File: src/rtl/button_debouncer.sv
// Push-button conditioner: a synchronizer, then a debounce FSM.
// Produces a debounced level, 1-cycle press/release strobes and a wrapping press counter.
// Every output is a register, so there is no combinational path from button to any output.
module button_debouncer #(
  parameter int SYNC_STAGES     = 2,
  parameter int DEBOUNCE_CYCLES = 1000000,
  parameter int CNT_WIDTH       = 8
) (
  input  logic                 clk,
  input  logic                 rst_n,
  input  logic                 button,
  output logic                 btn_level,
  output logic                 btn_press,
  output logic                 btn_release,
  output logic [CNT_WIDTH-1:0] press_count
);

  localparam int DW = $clog2(DEBOUNCE_CYCLES);
  localparam logic [DW-1:0] DB_LAST = DW'(DEBOUNCE_CYCLES - 1);
  localparam logic [DW-1:0] DB_MAX  = '1;

  typedef enum logic [1:0] {
    IDLE_LOW  = 2'd0,
    WAIT_HIGH = 2'd1,
    IDLE_HIGH = 2'd2,
    WAIT_LOW  = 2'd3
  } state_t;

  // FSM state is kept in state_q so checkers can bind to it directly.
  state_t                 state_q, state_d;
  logic [SYNC_STAGES-1:0] sync_q;
  logic                   btn_s;
  logic [DW-1:0]          cnt_q, cnt_d;
  logic                   level_d, press_d, release_d;
  logic [CNT_WIDTH-1:0]   count_d;

  assign btn_s = sync_q[SYNC_STAGES-1];

  // Synchronizer shift chain for the asynchronous button pin.
  always_ff @(posedge clk or negedge rst_n) begin
    if (!rst_n) sync_q <= '0;
    else        sync_q <= {sync_q[SYNC_STAGES-2:0], button};
  end

  // State, debounce counter and all registered outputs.
  always_ff @(posedge clk or negedge rst_n) begin
    if (!rst_n) begin
      state_q     <= IDLE_LOW;
      cnt_q       <= '0;
      btn_level   <= 1'b0;
      btn_press   <= 1'b0;
      btn_release <= 1'b0;
      press_count <= '0;
    end else begin
      state_q     <= state_d;
      cnt_q       <= cnt_d;
      btn_level   <= level_d;
      btn_press   <= press_d;
      btn_release <= release_d;
      press_count <= count_d;
    end
  end

  // Next-state logic. The counter holds the number of consecutive cycles btn_s
  // has disagreed with the accepted level; it clears whenever they agree.
  // A change is accepted on the cycle the counter has already reached DB_LAST.
  always_comb begin
    state_d   = state_q;
    cnt_d     = cnt_q;
    level_d   = btn_level;
    press_d   = 1'b0;
    release_d = 1'b0;
    count_d   = press_count;
    case (state_q)
      IDLE_LOW: begin
        cnt_d = '0;
        if (btn_s) begin
          state_d = WAIT_HIGH;
          cnt_d   = DW'(1);
        end
      end
      WAIT_HIGH: begin
        if (!btn_s) begin
          state_d = IDLE_LOW;
          cnt_d   = '0;
        end else if (cnt_q == DB_LAST) begin
          state_d = IDLE_HIGH;
          cnt_d   = '0;
          level_d = 1'b1;
          press_d = 1'b1;
          count_d = press_count + CNT_WIDTH'(1);
        end else if (cnt_q != DB_MAX) begin
          cnt_d = cnt_q + DW'(1);
        end
      end
      IDLE_HIGH: begin
        cnt_d = '0;
        if (!btn_s) begin
          state_d = WAIT_LOW;
          cnt_d   = DW'(1);
        end
      end
      WAIT_LOW: begin
        if (btn_s) begin
          state_d = IDLE_HIGH;
          cnt_d   = '0;
        end else if (cnt_q == DB_LAST) begin
          state_d   = IDLE_LOW;
          cnt_d     = '0;
          level_d   = 1'b0;
          release_d = 1'b1;
        end else if (cnt_q != DB_MAX) begin
          cnt_d = cnt_q + DW'(1);
        end
      end
      default: begin
        state_d = IDLE_LOW;
        cnt_d   = '0;
      end
    endcase
  end

endmodule

File: config.mk
export PLATFORM = sky130hd
export DESIGN_NAME = button_debouncer
export DESIGN_NICKNAME = d
export VERILOG_FILES = /design/src/rtl/button_debouncer.sv
export SDC_FILE = /design/constraint.sdc
export NUM_CORES = 1
export LEC_CHECK = 0
export CELL_PAD_IN_SITES_DETAIL_PLACEMENT = 0
export CELL_PAD_IN_SITES_GLOBAL_PLACEMENT = 2
export CORE_ASPECT_RATIO = 0.5
export CORE_MARGIN = 1
export CORE_UTILIZATION = 40
export DETAILED_ROUTE_END_ITERATION = 8
export GPL_ROUTABILITY_DRIVEN = 0
export PLACE_DENSITY = 0.9
export SLEW_MARGIN = 0
export SYNTH_ARGS = -nofsm -noshare
export SYNTH_HDL_FRONTEND = slang
export SYNTH_SLANG_ARGS = --single-unit
export TNS_END_PERCENT = 5
File: constraint.sdc
create_clock -name clk -period 3.8 [get_ports clk]
set_clock_uncertainty 0.15 [all_clocks]
set_input_delay 0.38 -clock clk [delete_from_list [all_inputs] [get_ports clk]]
set_output_delay 0.38 -clock clk [all_outputs]
set_load 0.005 [all_outputs]
==> Word level (Yosys, flattened, before mapping) <==
Cells that the tools add are included.
{ "classes": {"addsub": 2, "eq_ne": 13, "n_mux": 24, "reduce_logical": 5} }
{ "op_table": {"columns": ["operator", "n"], "rows": [
  ["$mux W20", 4],
  ["$pmux W20 S4", 1],
  ["$add A20 B1 Y20 const B", 1],
  ["$eq A20 B20 Y1 const B", 1],
  ["$ne A20 B20 Y1 const B", 1],
  ["$mux W2", 6],
  ["$ne A2 B2 Y1 const B", 6],
  ["$mux W1", 11],
  ["$add A8 B1 Y8 const B", 1],
  ["$pmux W2 S4", 1],
  ["$ne A3 B3 Y1 const B", 2],
  ["$reduce_and A5 Y1", 1],
  ["$eq A2 B2 Y1 const B", 2],
  ["$reduce_and A4 Y1", 1],
  ["$reduce_and A3 Y1", 1],
  ["$eq A2 B1 Y1 const B", 1],
  ["$logic_not A2 Y1", 1],
  ["$pmux W1 S2", 1],
  ["$reduce_bool A2 Y1", 1]
]} }
{ "word_totals": {"regBits": 35, "in_bits": 3, "output_inout_bits": 11, "word_cells": 51} }

==> Depth between registers and ports, before layout <==
{ "depth": {"depth_word": 5, "depth_mapped": 7} }

==> Worst setup path after synthesis <==
No wires, ideal clock.
{ "synth_timing": {"path_type": "register to register", "from": "register cnt_q[6]", "to": "register press_count[1]", "arrival_ps": 1787, "setup_slack_ps": 1738, "path_stages_with_launch": 6, "n_path_buf": 1, "period_less_slack_ps": 2062, "path_cell_list": "dfrtp_1 > or4_4 > nor3_2 > and4_1 > buf_6 > mux2_2"} }
{ "synth_between": {"elab_chain_len": 2} }
{ "synth_rtl": {"columns": ["element", "line", "text"], "rows": [
  ["start, declared", "33", "logic [DW-1:0] cnt_q, cnt_d;"],
  ["start signal, assigned", "56", "cnt_q <= cnt_d;"],
  ["$eq A20 B20 Y1", "86", "end else if (cnt_q == DB_LAST) begin"],
  ["$reduce_and A3 Y1 (no line)", null, null],
  ["end signal, assigned", "60", "press_count <= count_d;"],
  ["end, declared", "15", "output logic [CNT_WIDTH-1:0] press_count"]
]} }
No other way between the ends.
A chain may end at the register's enable or synchronous reset.

==> Worst setup path after layout <==
{ "layout_timing": {"from": "register cnt_q[8]", "to": "register cnt_q[13]"} }
{ "layout_between": {"elab_chain_len": 5, "word_cells_on_any_way": 8, "cone_classes": "add/sub: 1; eq/ne: 2; mux: 5"} }
{ "layout_rtl": {"columns": ["element", "line", "text"], "rows": [
  ["$add A20 B1 Y20 or $ne A20 B20 Y1 (tied branches)", null, null],
  ["$mux W20", "92, 112", null],
  ["$mux W20 (*)", "107", "end else if (cnt_q == DB_LAST) begin"],
  ["$mux W20 (on tied branches)", "104, 83", null],
  ["$pmux W20 S4 (*)", "74", "case (state_q)"],
  ["via cnt_d[13]", "33", null]
]} }
The timed path passes the listed nets; every way through them passes the cells marked *.

==> qor.txt <==
Root Driver - clkbuf_8
Startpoint Class - flip-flop
Crit path DAT - 2.46 ns
Routed wl met2 - 1460 um
Max Cap Viol - 0
Tcrit/Tclk final - 0.639
Fin crit period - 2.43 ns
Area fraction of the dominant cell type after synthesis - 0.489
Worst Path Max Fanout - 21
Final WS setup - 1.37 ns
Synth area leader - dfrtp_1
CTS resizes - 0
CTS tree - built
DP HPWL - 2310 um
Setup-failing EPs final - 0
Status - completed
Clock Latency Late Sink - 0.29 ns
Die area - 0.00476 mm2
Largest cells by area after synthesis - dfrtp_1, xnor2_1, nor2_1, nand2_1, nand3_1
Pins Over Slew Limit - 0
Initial antenna violation count - 0
Routed wl met3 - 145 um
LEAKAGE - 0.000852 uW
Gr usage total - 0.168
Pwr Density - 325 mW/mm2
Top-level port count - 14
RSZ-0062 raised after global routing - false
Final antenna-violating net count - 0
Endpoints failing hold - 0
Kind of critical path - reg2reg
DR DRC count - 0
Clk sinks - 35
Clk pin slew, worst setup/hold paths - 0.07 ns
Syn_nets - 177
Top sig layer - met3
# port buffers - 13
Maximum vdd drop - 0.000125 V
Share of layout cells above drive strength 1 - 0.121
Cells after Synth - 172
Synth-to-layout area growth - 14.8%
# Post-CTS Setup Buffers - 0
Async set-reset flop share out of synthesis - 1.00
Congestion Overflow GR - 0
Via count - 1301
Total negative slack - 0 ns
Core box area - 0.00408 mm2
Vias in the first global route - 1233
Post-Syn Area - 0.00179 mm2
Initial DRT Pass Iterations - 4
R2r worst-path depth - 5
Die X-Extent - 96.6 um
Number of flops mapped to enable cells by yosys - 0
Unique masters post-synth - 45
Max Freq - 412 MHz
Worst setup EP type - flip-flop
Top post-synthesis cells by count - dfrtp_1, nor2_1, nand2_1, xnor2_1
Post-Place Setup Slack - 1.35 ns
First-pass GRT wire length - 6130 um
Fillers - 381
Final wirelength - 3450 um
TritonCTS Buffers - 5
Wire per inst - 14.1 um
Layout Nets - 194
Post-route met1 wirelength - 1840 um
Hold Buf Count CTS - 0
HP Class - reg2reg
Worst slew pin tran - 0.698 ns
Critical Path RT - 3.83 ns
Number of vias per cell - 5.33
Slew Limit Headroom - 0.535
Num rows - 16
Die height - 49.3 um
CTS H-tree depth - 2
Starting Density - 0.438
Post-synth top flop - dfrtp_1
Yosys reg bits - 35
Initial drt markers - 81
Most common cell in the netlist - dfrtp_1
N_diodes - 0
Hold depth - 0
Synthesis Warnings - 0
Synth Area per Inst - 10.4 um2
Sequential share of the synthesized area - 0.489
Max clock buf depth - 2
Largest net degree at the start of global routing - 36
-- worst max-delay path, stage by stage, from the launching register on --
cell and delay [ns]:
dfrtp_1 0.42, or4b_1 0.57, nor4_1 0.29, a21o_1 0.64, nand4b_1 0.19, nand2_1 0.05
-- path summary, 6_finish.rpt --
| path | from | end | slack, ns |
|---|---|---|---|
| max in group asynchronous | rst_n | cnt_q[11]$_DFF_PN0_ | 2.83 |
| min reg2reg | sync_q[0]$_DFF_PN0_ | sync_q[1]$_DFF_PN0_ | 0.21 |
| max | cnt_q[8]$_DFF_PN0_ | cnt_q[13]$_DFF_PN0_ | 1.37 |
| min in group asynchronous | rst_n | cnt_q[10]$_DFF_PN0_ | 0.35 |
| max reg2reg | cnt_q[8]$_DFF_PN0_ | cnt_q[13]$_DFF_PN0_ | 1.37 |
| min | sync_q[0]$_DFF_PN0_ | sync_q[1]$_DFF_PN0_ | 0.21 |
-- metal layers --
layer	vias up	global-route usage
met5	-	0
met4	0	0.0373
met3	0	0.0659
met2	35	0.243
met1	617	0.236
li1	649	-
-- area by class of cell --
type                       count  area, um2  share of cell area
sequential                    35        876               0.426
multi-input combinational    129        871               0.424
clock inverter                 2       12.5             0.00609
clock buffer                   6       72.6              0.0353
inverter                       3       11.3             0.00548
tap                           54       67.6              0.0329
timing repair buffer          15        145              0.0706
-- power by group --
part | switching (uW) | internal, uW | total [uW] | leakage [uW]
registers | 3.94 | 376 | 380 | 0.000480
clock network | 138 | 128 | 266 | 0.0000412
logic | 14.0 | 7.34 | 21.4 | 0.000331
-- logic make-up (layout without fill, tap and decap cells) --
family	after synthesis	after routing	synth area share
muxes	3	3	0.0189
adders and majority gates	2	2	0.0140
buffers and inverters	8	26	0.0245
AOI/OAI and AO/OA	23	23	0.0832
and+or+nand+nor	83	83	0.278
DFF	35	35	0.489
xor gates and xnor gates	18	18	0.0922
-- cells in the final DEF, fill, tap and decap left out, types with 2 or more instances in the layout --
master and n:
clkdlybuf4s50_1 13, a211oi_1 4, mux2_2 3, and3_1 5
nor2_1 16, ha_1 2, xnor2_1 15, inv_1 3
nand4_1 4, o21ai_0 2, a31oi_1 2, nor3_1 9
clkbuf_8 5, buf_4 2, dfrtp_1 35, xor2_1 2
or3_1 4, and2_1 2, nand2_1 15, nand3_1 9
and4_1 3, a21oi_1 7, a21o_1 2, o21a_1 2
nor3_2 2
-- metrics by stage --
step | area (um2) | hold WS, ns | cells | power [uW] | util
after global placement | 1970 | 0.182 | 236 | 408 | 0.483
after CTS | 2060 | 0.213 | 244 | 679 | 0.503
after detailed placement | 1970 | 0.195 | 236 | 409 | 0.483
after floorplan | 1790 | -0.0656 | 172 | 396 | -
after global routing | 2060 | 0.235 | 244 | 703 | 0.503
final | 2060 | 0.207 | 244 | 667 | 0.503
-- registers in the layout (all words and copies together), names as in the netlist, named ones only --
name         flops
btn_level        1
btn_press        1
btn_release      1
cnt_q           20
press_count      8
state_q          1
sync_q           2
Power figures use the tool's default switching activity.
